<file path="config.mk">
export PLATFORM = sky130hd
export DESIGN_NAME = mem_seq
export DESIGN_NICKNAME = d
export VERILOG_FILES = /design/src/rtl/mem_seq.sv
export SDC_FILE = /design/constraint.sdc
export NUM_CORES = 1
export LEC_CHECK = 0
export CAP_MARGIN = 40
export CORE_MARGIN = 5
export CORE_UTILIZATION = 50
export DETAILED_ROUTE_END_ITERATION = 8
export PLACE_DENSITY_LB_ADDON = 0.3
export SYNTH_ARGS = -nofsm -noshare
export SYNTH_HDL_FRONTEND = slang
export SYNTH_SLANG_ARGS = --single-unit
</file>
<file path="constraint.sdc">
create_clock -name clk -period 6.35 [get_ports clk]
set_input_delay 1.27 -clock clk [delete_from_list [all_inputs] [get_ports clk]]
set_output_delay 1.27 -clock clk [all_outputs]
set_load 0.01 [all_outputs]
</file>
<file path="src/rtl/mem_seq.sv">
// mem_seq: sequences core data reads/writes and 32-bit instruction fetches onto a 16-bit word memory port
// Ports: clk/rst (sync, active-low); core side c_addr/c_wdata/c_rd/c_wr/c_instr/c_rd_done in,
// c_rdata/c_instr_out/c_busy/c_ready/c_cack out; memory side m_addr/m_wdata/m_req/m_we out,
// m_ack/m_rvalid/m_rdata in. Define MEM_SEQ_ILAST_EN to reuse the last fetched instruction.
module mem_seq #(
  parameter int MEM_AW = 17,
  parameter bit IHI_FIRST = 1'b0
) (
  input  logic              clk,
  input  logic              rst,
  input  logic [15:0]       c_addr,
  input  logic [15:0]       c_wdata,
  input  logic              c_rd,
  input  logic              c_wr,
  input  logic              c_instr,
  input  logic              c_rd_done,
  output logic [15:0]       c_rdata,
  output logic [31:0]       c_instr_out,
  output logic              c_busy,
  output logic              c_ready,
  output logic              c_cack,
  output logic [MEM_AW-1:0] m_addr,
  output logic [15:0]       m_wdata,
  output logic              m_req,
  output logic              m_we,
  input  logic              m_ack,
  input  logic              m_rvalid,
  input  logic [15:0]       m_rdata
);
  typedef enum logic [3:0] {IDLE, DREQ, DWAIT, ILO_REQ, ILO_WAIT, IHI_REQ, IHI_WAIT, RDONE, WDONE} state_t;
  localparam state_t FIRST_I = IHI_FIRST ? IHI_REQ : ILO_REQ;
  localparam state_t LO_NEXT = IHI_FIRST ? RDONE : IHI_REQ;
  localparam state_t HI_NEXT = IHI_FIRST ? ILO_REQ : RDONE;
  state_t state_q, state_d;
  logic [15:0] addr_q, addr_d, wdata_q, wdata_d, rdata_q, rdata_d;
  logic [31:0] instr_q, instr_d;
  logic wr_q, wr_d, busy_q, busy_d, ready_q, ready_d, cack_q, cack_d, req_q, req_d, we_q, we_d;
  logic [MEM_AW-1:0] maddr_q, maddr_d;
  logic d_cap, lo_cap, hi_cap, hit;
`ifdef MEM_SEQ_ILAST_EN
  logic [15:0] tag_q, tag_d;
  logic tag_v_q, tag_v_d;
  assign hit = tag_v_q && tag_q == c_addr;
`else
  assign hit = 1'b0;
`endif
  function automatic logic [MEM_AW-1:0] maddr(input logic sp, input logic [15:0] w);
    logic [MEM_AW-1:0] r;
    r = '0;
    r[15:0] = w;
    r[MEM_AW-1] = sp;
    return r;
  endfunction
  // read data may arrive together with m_ack, letting the WAIT state be skipped
  assign d_cap = m_rvalid && (state_q == DWAIT || (state_q == DREQ && m_ack && !wr_q));
  assign lo_cap = m_rvalid && (state_q == ILO_WAIT || (state_q == ILO_REQ && m_ack));
  assign hi_cap = m_rvalid && (state_q == IHI_WAIT || (state_q == IHI_REQ && m_ack));
  always_comb begin
    state_d = state_q;
    addr_d = addr_q;
    wdata_d = wdata_q;
    wr_d = wr_q;
    cack_d = 1'b0;
    case (state_q)
      IDLE: if (c_wr || c_rd) begin
        addr_d = c_addr;
        wdata_d = c_wdata;
        wr_d = c_wr;
        cack_d = 1'b1;
        state_d = (c_wr || !c_instr) ? DREQ : hit ? RDONE : FIRST_I;
      end
      DREQ: if (m_ack) state_d = wr_q ? WDONE : m_rvalid ? RDONE : DWAIT;
      DWAIT: if (m_rvalid) state_d = RDONE;
      ILO_REQ: if (m_ack) state_d = m_rvalid ? LO_NEXT : ILO_WAIT;
      ILO_WAIT: if (m_rvalid) state_d = LO_NEXT;
      IHI_REQ: if (m_ack) state_d = m_rvalid ? HI_NEXT : IHI_WAIT;
      IHI_WAIT: if (m_rvalid) state_d = HI_NEXT;
      RDONE: if (c_rd_done || !c_rd) state_d = IDLE;
      default: state_d = IDLE;
    endcase
    rdata_d = d_cap ? m_rdata : rdata_q;
    instr_d = {hi_cap ? m_rdata : instr_q[31:16], lo_cap ? m_rdata : instr_q[15:0]};
`ifdef MEM_SEQ_ILAST_EN
    tag_d = tag_q;
    tag_v_d = tag_v_q;
    // a write to either half of the remembered instruction invalidates it
    if (state_q == IDLE && c_wr && c_addr[15:1] == tag_q[14:0]) tag_v_d = 1'b0;
    if ((lo_cap && LO_NEXT == RDONE) || (hi_cap && HI_NEXT == RDONE)) begin
      tag_d = addr_q;
      tag_v_d = 1'b1;
    end
`endif
    busy_d = state_d != IDLE;
    ready_d = state_d == RDONE || state_d == WDONE;
    req_d = state_d == DREQ || state_d == ILO_REQ || state_d == IHI_REQ;
    we_d = state_d == DREQ && wr_d;
    // instruction index is doubled into a word address; the shift wraps within 16 bits
    maddr_d = state_d == DREQ ? maddr(1'b0, addr_d) :
              state_d == ILO_REQ ? maddr(1'b1, {addr_d[14:0], 1'b0}) :
              state_d == IHI_REQ ? maddr(1'b1, {addr_d[14:0], 1'b1}) : maddr_q;
  end
  always_ff @(posedge clk) begin
    if (!rst) begin
      state_q <= IDLE;
      addr_q <= '0;
      wdata_q <= '0;
      rdata_q <= '0;
      instr_q <= '0;
      wr_q <= 1'b0;
      busy_q <= 1'b0;
      ready_q <= 1'b0;
      cack_q <= 1'b0;
      req_q <= 1'b0;
      we_q <= 1'b0;
      maddr_q <= '0;
`ifdef MEM_SEQ_ILAST_EN
      tag_q <= '0;
      tag_v_q <= 1'b0;
`endif
    end else begin
      state_q <= state_d;
      addr_q <= addr_d;
      wdata_q <= wdata_d;
      rdata_q <= rdata_d;
      instr_q <= instr_d;
      wr_q <= wr_d;
      busy_q <= busy_d;
      ready_q <= ready_d;
      cack_q <= cack_d;
      req_q <= req_d;
      we_q <= we_d;
      maddr_q <= maddr_d;
`ifdef MEM_SEQ_ILAST_EN
      tag_q <= tag_d;
      tag_v_q <= tag_v_d;
`endif
    end
  end
  assign c_rdata = rdata_q;
  assign c_instr_out = instr_q;
  assign c_busy = busy_q;
  assign c_ready = ready_q;
  assign c_cack = cack_q;
  assign m_addr = maddr_q;
  assign m_wdata = wdata_q;
  assign m_req = req_q;
  assign m_we = we_q;
endmodule

</file>
Word level (Yosys, flattened, before mapping) --
Cells that the tools add are included.
Cells by class: equal/unequal tests 12, multiplexer cells 21, bitwise operators 1, reduce and logical (&&, ||, !) cells 28
Operators with widths (count):
- 16-bit 2-to-1 mux | 3
- 17-bit 2-to-1 mux | 2
- 4-bit 2-to-1 mux | 8
- 4-bit one-hot mux with 7 select lines | 1
- 4-bit by 3-bit == test with 1-bit output (second input constant) | 6
- 4-bit by 2-bit == test with 1-bit output (second input constant) | 3
- 1-bit logical OR | 9
- 4-bit by 1-bit == test with 1-bit output (second input constant) | 2
- 1-bit logical AND | 8
- 1-bit 2-to-1 mux | 5
- 4-bit == test (second input constant) | 1
- 4-bit logical NOT | 1
- 2-bit AND reduction | 2
- 4-bit nonzero test | 1
- 2-bit OR reduction | 2
- 1-bit logical NOT | 3
- 3-bit 2-to-1 mux | 1
- 3-bit nonzero test | 1
- 2-bit 2-to-1 mux | 1
- 2-bit nonzero test | 1
- 1-bit NOT | 1
Word-level totals: word-level logic and storage cells 76, register bits 107, input port bits 56

Depth between registers and ports, before layout --
Gate-level depths: netlist (run 1).
depth in word-level cells 9, mapped depth 9

Least setup slack after synthesis (run 1) --
OpenSTA, ideal clock, no wires.
path type input to register, start input c_rd, end register maddr_q[10] (netlist: m_addr[10]), data required time 6.233 ns, setup slack 3.476 ns, cell stages on the path 8, setup time 0.117 ns, arrival 2.758 ns, path through or4b_4 > nor4b_4 > a2111oi_4 > nor2_4 > nor2b_1 > buf_6 > buf_6 > a22o_1
Between the ends: cells in the longest elaborated chain, start to end 7, elaborated cells on any way between the ends 15, those cells by class eq/ne (3); mux (8); reduce/logical (4)
RTL lines:
- start, declared | RTL line 13 | input logic c_rd,
- 1-bit logical NOT | RTL line 78 | RDONE: if (c_rd_done || !c_rd) state_d = IDLE;
- 1-bit logical OR | RTL line 78
- 4-bit 2-to-1 mux | RTL line 78
- 4-bit one-hot mux with 7 select lines | RTL line 64 | case (state_q)
- 4-bit by 2-bit == test with 1-bit output | RTL line 99 | state_d == ILO_REQ ? maddr(1'b1, {addr_d[14:0], 1'b0}) :
- 17-bit 2-to-1 mux | RTL line 99
- 16-bit 2-to-1 mux | RTL line 98 | maddr_d = state_d == DREQ ? maddr(1'b0, addr_d) :
- end signal, assigned | RTL line 132 | maddr_q <= maddr_d;
- end, declared | RTL line 38 | logic [MEM_AW-1:0] maddr_q, maddr_d;
Several ways; a longest one is shown, not always the timed one. The select of a mux whose other input is x is not followed. A chain may end at the register's enable or synchronous reset.

Worst setup path in the final report (run 1) --
start input m_ack, end register maddr_q[2] (netlist: m_addr[2])
Between the ends: cells in the longest elaborated chain, start to end 5, elaborated cells on any way between the ends 10, those cells by class eq/ne (3); mux (6); reduce/logical (1)
RTL lines:
- start, declared | RTL line 26 | input logic m_ack,
- 4-bit 2-to-1 mux, on equally long branches | RTL line 76, 72, 74
- 4-bit one-hot mux with 7 select lines (*) | RTL line 64
- 4-bit by 2-bit == test with 1-bit output | RTL line 99
- 17-bit 2-to-1 mux | RTL line 99
- 16-bit 2-to-1 mux | RTL line 98
Every way passes the cells marked *; elsewhere a longest branch is shown, timed or not.

==> results.toml, run 1 <==
[synth]
ys_types = 44
yosys_warnings = 0
synth_cells = 411
synth-seq-cells = 107
avgSynthCellArea_um2 = 10.65
synth_edf_count = 0
synth.cell_area_um2 = 4379
ys_seq_area_frac = 0.4891
synth_async_sr_flop_share = 0
synth_nets = 467
synth_ff_type = "dfxtp_1"

[global_route]
gr-total-overflow = 0
use_met3 = 0.06032
use_met1 = 0.2343
grt_max_degree = 92
met2_usage = 0.3069
grt_pass1_wl_um = 16880
top_usage_layer = "met2"
antenna_found_initial = 0
first_global_vias = 3369
groute.usage.overall = 0.1906

[critical_path]
critPathBufInv = 1
crit_type = "input port to flip-flop"
crit_chain = "clkdlybuf4s50_1 > nand3b_2 > o21ai_2 > a2111oi_4 > nand3_1 > nand3b_1 > a32o_1"
critPathLaunchType = "input port"
worst_path_max_delay_cell = "a2111oi_4"
cp.required_ns = 6.61
critPathTopFamily = "compound AO/OA/AOI/OAI gates"
critPathMaxFanout = 6
slowest_delay_ns = 0.59
rrSetupSlack_ns = 3.87
cp.arrival_ns = 3.53
endpoint_kind = "flip-flop"

[sta]
worst_slew_pin_slew_ns = 0.7114
skew_ns = 0.01173
finalHoldWorstSlack_ns = 0.4642
setup_viol = 0
post-route-min-period_ns = 3.266
maxSlewViolCount = 0
setup_tns_ns = 0
setup_ws_ns = 3.084
slew_headroom = 0.5244
rsz0062_at_grt = "false"
finalHoldViolCount = 0
fin_crit_sh = 0.5143
fmax_ghz = 0.3062

[clock_tree]
clockBufferDepth = 2
clk_latency_ns = 0.36
cts.clk_slew.worst_paths_ns = 0.09
hold_buffers = 0
cts_repair_resize_count = 0
cts_tree = "yes"
post-cts-setup-buffer-count = 0
cts_sinks = 107
htree_levels = 3
cts_buffers = 9
cts_root_buffer = "clkbuf_8"

[route]
drc_errors = 0
routedWlPerCell_um = 15.64
dr.pass1.iters = 4
vias = 3328
routed_via_density = 5.089
drtIter0Drc = 89
postRouteAntennaNets = 0
wl_um = 10230

[place]
gp_congestion = 0.8263
dpl.cell_count = 639
dp_slack_ns = 2.757
dp_hpwl_um = 7518
numPortBuffers = 141

[die]
coreArea_um2 = 8636
io_pins = 142
die_area_um2 = 10730
initial_core_util = 0.5071
die_w_um = 103.6
rows = 34
die_h_um = 103.6

[final_layout]
drive_above_1_share = 0.06593
antennaDiodeCount = 0
syn2layout_area_growth_pct = 37.66
fin_cells = 654
fin_nets = 598
fill_cells = 678

[status]
status = "complete, no violations"

[pwr]
p_per_area_nw_per_um2 = 378.0
p_leak_nw = 2.413
ir_drop_mv = 0.2646

[worst_hold_path]
hp-class = "flip-flop to flip-flop"

[job]
cap_violations = 0
==> where the power goes <==
part | leakage (nW) | switching [mW] | internal [mW]
Combinational | 1.46 | 0.481 | 0.517
Clock | 0.0826 | 0.218 | 0.153
Sequential | 0.873 | 0.0917 | 0.818
Total | 2.41 | 0.791 | 1.49
==> cells in the final DEF, fill, tap and decap left out, drive strengths merged, types with 2 or more instances in the layout <==
cell and n:
clkinv 2, nand2b 4, clkdlybuf4s50 140, a22o 13, o21a 3, and3 2
nor4 2, a21oi 2, o21ai 5, a32o 2, mux2i 77, nand2 42
inv 3, nor2b 72, clkbuf 12, nor3 4, nand3b 3, nand3 6
a2111oi 2, nor2 5, buf 7, dfxtp 107, a21boi 18
==> cell usage after synthesis, types with 2 or more instances <==
library cell | instances | area share
buf_4 | 2 | 0.0034
dfxtp_1 | 107 | 0.49
a2111oi_4 | 2 | 0.013
nand3_1 | 5 | 0.0057
nor2_1 | 4 | 0.0034
buf_2 | 6 | 0.0069
a32o_1 | 2 | 0.0046
nand2b_1 | 4 | 0.0057
clkbuf_1 | 15 | 0.013
o21ai_0 | 2 | 0.0023
mux2i_1 | 77 | 0.18
o21ai_2 | 2 | 0.0040
nor2b_1 | 72 | 0.10
nor3_2 | 2 | 0.0046
a21boi_0 | 18 | 0.031
nand2_1 | 42 | 0.036
buf_6 | 4 | 0.010
and3_1 | 2 | 0.0029
a22o_1 | 13 | 0.026
inv_1 | 3 | 0.0026
nand3b_1 | 2 | 0.0034
o21a_1 | 2 | 0.0034
nor3_1 | 2 | 0.0023
==> per-stage QoR <==
step             util  total power, mW  area, um^2
6_report       0.6981            2.279        6028
3_5_place_dp   0.6784            1.926        5858
3_3_place_gp   0.6713            1.872        5797
2_1_floorplan       -            1.547        4379
5_1_grt        0.6981            2.430        6028
4_1_cts        0.6981            2.301        6028
==> layer usage <==
layer  routed length, um  share of wire  vias to the layer above
li1                    -              -                     1666
met1                4446           0.43                     1553
met2                4848           0.47                       94
met3                 705          0.069                       15
met4                 231          0.023                        0
met5                   0              0                        -
==> worst min-delay path: cells and delay by family, from the launching register on <==
family / cells / cell delay, ns
simple gates: 1 / 0.04
flops: 1 / 0.31
compound gates: 1 / 0.06
==> final timing paths <==
path	start	end	depth (start not counted)
max	m_ack	m_addr[2]	7
min	m_wdata[15]	m_wdata[15]	2
max reg2reg	state_q[0]	m_addr[2]	6
min reg2reg	m_wdata[15]	m_wdata[15]	2
==> flip-flops by register name, summed over array words and instances (netlist names) <==
| name | cells |
|---|---|
| c_instr_out | 32 |
| m_addr | 17 |
| addr_q | 16 |
| c_rdata | 16 |
| m_wdata | 16 |
| state_q | 4 |
| c_busy | 1 |
| c_cack | 1 |
| c_ready | 1 |
| m_req | 1 |
| m_we | 1 |
| wr_q | 1 |
==> logic make-up after synthesis <==
kind of cell	count (synthesis)	share of synthesized area
AOI/OAI and AO/OA	50	0.1003
and+or+nand+nor	147	0.1986
muxes	77	0.1760
buffers and inverters	30	0.03600
DFF	107	0.4891
==> layout make-up <==
type | count | area [um^2] | area share
flip-flops and latches | 107 | 2142 | 0.3553
clock buffers | 12 | 145.1 | 0.02408
repair buffers | 147 | 1483 | 0.2460
well taps | 108 | 135.1 | 0.02242
inverters | 3 | 11.26 | 0.001868
multi-input cells | 274 | 2087 | 0.3462
clock inverters | 3 | 25.02 | 0.004151
Power figures use the tool's default switching activity.
==> run 2: changes to the inputs <==
--- a/config.mk
+++ b/config.mk
@@ -7,7 +7,7 @@
 export LEC_CHECK = 0
 export CAP_MARGIN = 40
 export CORE_MARGIN = 5
-export CORE_UTILIZATION = 50
+export CORE_UTILIZATION = 46
 export DETAILED_ROUTE_END_ITERATION = 8
 export PLACE_DENSITY_LB_ADDON = 0.3
 export SYNTH_ARGS = -nofsm -noshare
==> constraint.sdc (replaced) <==
create_clock -name clk -period 3.4 [get_ports clk]
set_input_delay 0.68 -clock clk [delete_from_list [all_inputs] [get_ports clk]]
set_output_delay 0.68 -clock clk [all_outputs]
set_load 0.01 [all_outputs]
==> run 2 against run 1 <==
Against the previous run:
- register-to-register slack got worse by 3.2 ns
- sequential share of layout area decreased by 0.34 points
- die area rose by 7.8%
- count of clock-buffer cells in the layout is 3 lower
- largest power group unchanged
==> results.toml, run 2 (synthesis gave the netlist of run 1 again) <==
[sta]
worst_slew_pin_slew_ns = 0.7076
skew_ns = 0.01411
post-route-min-period_ns = 2.883
fin_crit_sh = 0.8479
finalHoldViolCount = 0
rsz0062_at_grt = "false"
setup_tns_ns = 0
maxSlewViolCount = 0
slew_headroom = 0.5282
fmax_ghz = 0.3469
setup_viol = 0
setup_ws_ns = 0.5172

[critical_path]
crit_chain = "clkdlybuf4s50_1 > nand3b_2 > o21ai_2 > a2111oi_4 > nor2_4 > nor2b_1 > buf_4 > a32o_1"
crit_type = "input port to flip-flop"
cp.required_ns = 3.70
critPathMaxFanout = 9
cp.arrival_ns = 3.18
endpoint_kind = "flip-flop"
critPathLaunchType = "input port"
slowest_delay_ns = 0.60
critPathTopFamily = "compound AO/OA/AOI/OAI gates"
rrSetupSlack_ns = 0.70
critPathBufInv = 2
worst_path_max_delay_cell = "a2111oi_4"

[clock_tree]
cts.clk_slew.worst_paths_ns = 0.10
clockBufferDepth = 2
cts_repair_resize_count = 0
clk_latency_ns = 0.36
post-cts-setup-buffer-count = 0
cts_root_buffer = "clkbuf_8"
cts_sinks = 107
htree_levels = 3
hold_buffers = 0
cts_buffers = 9
cts_tree = "yes"

[route]
drtIter0Drc = 95
routed_via_density = 4.904
postRouteAntennaNets = 0
drc_errors = 0
dr.pass1.iters = 4
wl_um = 10460
routedWlPerCell_um = 15.45
vias = 3320

[global_route]
grt_pass1_wl_um = 16910
grt_max_degree = 91
groute.usage.overall = 0.1821
gr-total-overflow = 0
first_global_vias = 3379
antenna_found_initial = 1

[die]
initial_core_util = 0.4739
coreArea_um2 = 9240
die_w_um = 107.6
die_area_um2 = 11570
rows = 35
io_pins = 142
die_h_um = 107.6

[final_layout]
drive_above_1_share = 0.07299
syn2layout_area_growth_pct = 39.00
antennaDiodeCount = 0
fin_nets = 600
fill_cells = 747
largest_reg_flops = 32
final_common_cell = "clkdlybuf4s50_1"
mostFrequentLayoutCells = "clkdlybuf4s50_1 (140), dfxtp_1 (107), mux2i_1 (77), nor2b_1 (72), nand2_1 (42)"

[place]
gp_congestion = 0.7992
dp_slack_ns = 0.2126
dp_hpwl_um = 7582
numPortBuffers = 141

[pwr]
ir_drop_mv = 0.3816
p_leak_nw = 2.437
p_per_area_nw_per_um2 = 721.2
finalPower_mw = 4.390

[status]
status = "complete, no violations"

[job]
cap_violations = 0

[worst_hold_path]
hp-class = "flip-flop to flip-flop"
run 2: worst min-delay path: stages (launching register included):
cell and delay (ns):
dfxtp_1 0.32, nand2_1 0.04, a21boi_0 0.06
run 2: path summary, 6_finish.rpt:
kind	startpoint	endpoint	cells after the start
setup / recovery	m_ack	m_addr[2]	8
hold / removal	m_wdata[4]	m_wdata[4]	2
setup reg to reg	state_q[2]	m_addr[2]	7
hold reg to reg	m_wdata[4]	m_wdata[4]	2
run 2: layer usage:
layer | up-vias | GRT usage | wire length (um)
li1 | 1669 | - | -
met5 | - | 0 | 7
met4 | 2 | 0.06402 | 191
met2 | 94 | 0.3051 | 5027
met1 | 1536 | 0.2234 | 4533
met3 | 19 | 0.05159 | 702
run 2: power by group:
part           internal, mW  total [mW]  leakage, nW  switching (mW)
combinational         0.935        1.83         1.45           0.900
clock                 0.421       0.853        0.111           0.432
sequential             1.53        1.70        0.873           0.176
run 2: final cells by class:
type | count | area (um^2) | share of cell area
Timing Repair Buffer | 149 | 1466 | 0.2409
Sequential cell | 107 | 2142 | 0.3519
Clock inverter | 6 | 95.09 | 0.01562
Inverter | 3 | 11.26 | 0.001850
Multi-Input combinational cell | 274 | 2087 | 0.3429
Clock buffer | 9 | 123.9 | 0.02035
Tap cell | 129 | 161.4 | 0.02652
run 2: metrics by stage:
step                      instance area (um^2)    util  instances  hold slack [ns]
after floorplan                           4379       -        411           0.4815
after global placement                    5861  0.6343        661           0.4503
after detailed placement                  5868  0.6351        662           0.4573
after CTS                                 6087  0.6588        677           0.4700
after global routing                      6087  0.6588        677           0.4876
final                                     6087  0.6588        677           0.4654
==> run 3: changes to the inputs <==
==> constraint.sdc (replaced) <==
create_clock -name clk -period 2.8 [get_ports clk]
set_input_delay 0.56 -clock clk [delete_from_list [all_inputs] [get_ports clk]]
set_output_delay 0.56 -clock clk [all_outputs]
set_load 0.01 [all_outputs]
==> run 3 against run 2 <==
Against the previous run:
- cell area increased by 1.6%
- non-clock buffer count increased by 15
- sequential share of layout area decreased by 0.56 points
- critical path type unchanged
- via count increased by 2.8%
- largest power group unchanged
- wire length increased by 0.69%
- sequential power increased by 21%
==> results.toml, run 3 (synthesis gave the netlist of run 1 again) <==
[sta]
setup_ws_ns = 0.3188
post-route-min-period_ns = 2.481
finalHoldWorstSlack_ns = 0.4659
worst_slew_pin_slew_ns = 0.6963
fin_crit_sh = 0.8861
rsz0062_at_grt = "false"
fmax_ghz = 0.4030
maxSlewViolCount = 0
slew_headroom = 0.5358
setup_viol = 0
skew_ns = 0.01666
finalHoldViolCount = 0

[final_layout]
antennaDiodeCount = 0
mostFrequentLayoutCells = "clkdlybuf4s50_1 (140), dfxtp_1 (107), mux2i_1 (77), nor2b_1 (72), nand2_1 (42)"
drive_above_1_share = 0.09769
syn2layout_area_growth_pct = 41.26
final_common_cell = "clkdlybuf4s50_1"
fin_nets = 615
post-route-util = 0.6695
largest_reg_flops = 32

[clock_tree]
clockBufferDepth = 2
cts_repair_resize_count = 0
cts_buffers = 9
htree_levels = 3
post-cts-setup-buffer-count = 0
cts.clk_slew.worst_paths_ns = 0.09
cts_root_buffer = "clkbuf_8"
cts_tree = "yes"
clk_latency_ns = 0.36
hold_buffers = 0
cts_sinks = 107

[global_route]
antenna_found_initial = 0
groute.usage.overall = 0.1847
gr-total-overflow = 0
first_global_vias = 3550
grt_pass1_wl_um = 17250
grt_max_degree = 77

[critical_path]
cp.arrival_ns = 2.78
critPathLaunchType = "input port"
endpoint_kind = "flip-flop"
reg2reg_depth = 7
timing.rr.start = "state_q[0]"
cp.required_ns = 3.10
crit_type = "input port to flip-flop"
critPathMaxFanout = 14
r2r-end = "m_addr[2]"
rrSetupSlack_ns = 0.48

[place]
dp_hpwl_um = 7708
gp_congestion = 0.8155
dp_slack_ns = -0.03073
numPortBuffers = 141

[worst_hold_path]
worstHoldStart = "m_wdata[8]"
hold_depth = 2
hp-class = "flip-flop to flip-flop"
holdPathEnd = "m_wdata[8]"

[route]
routedWlPerCell_um = 15.22
routed_via_density = 4.934
drc_errors = 0
dr.pass1.iters = 4
wl_um = 10530
vias = 3414
drtIter0Drc = 118
postRouteAntennaNets = 0

[die]
die_area_um2 = 11570
die_h_um = 107.6
rows = 35
initial_core_util = 0.4739
coreArea_um2 = 9240
die_w_um = 107.6
io_pins = 142

[status]
status = "complete, no violations"

[job]
cap_violations = 0

[pwr]
ir_drop_mv = 0.6319
p_leak_nw = 2.495
p_per_area_nw_per_um2 = 864.8
==> run 3: layout make-up <==
type                       instances  area, um^2
timing repair buffer             164        1604
multi-input combinational        274        2087
fill                             718        3054
clock buffer                      10       137.6
inverter                           3       11.26
sequential                       107        2142
tap                              129       161.4
clock inverter                     5       42.54
==> run 3: through the flow <==
step	instances	power (mW)	area [um^2]	TNS, ns
final	692	5.350	6186	0
after floorplan	411	3.509	4379	0
after detailed placement	677	4.510	6006	-0.2754
after CTS	692	5.408	6186	0
after global placement	676	4.449	5998	-2.230
after global routing	692	5.704	6186	0
==> run 3: report_power, final <==
| group | switching [mW] | total [mW] | internal [mW] |
|---|---|---|---|
| clock network | 0.529 | 0.885 | 0.357 |
| registers | 0.203 | 2.06 | 1.85 |
| logic | 1.13 | 2.41 | 1.28 |
==> run 3: worst max path at each step <==
stage	start	end	slack (ns)	depth (start not counted)
after floorplan	c_rd	m_addr[10]	0.64	8
after detailed placement	c_rd	m_addr[3]	-0.03	9
final	c_rd	m_addr[3]	0.32	9
after CTS	c_rd	m_addr[3]	0.35	9
after global placement	m_ack	m_addr[2]	-0.18	7
after global routing	c_rd	m_addr[3]	0.25	8
==> run 3: worst max-delay path, cell delays in order <==
cell and delay [ns]:
clkdlybuf4s50_1 0.50, or4b_4 0.49, nor4b_4 0.33, a2111oi_4 0.10, buf_4 0.19, nand3_4 0.06, buf_12 0.16, mux2i_1 0.22
a22o_1 0.15
==> run 3: layer usage <==
metal  up-vias  wire length, um  track usage
met2        94             4979       0.3126
met1      1608             4731       0.2291
met3         9              700      0.05639
met4         0              123      0.04599
met5         -                0            0
li1       1703                -            -
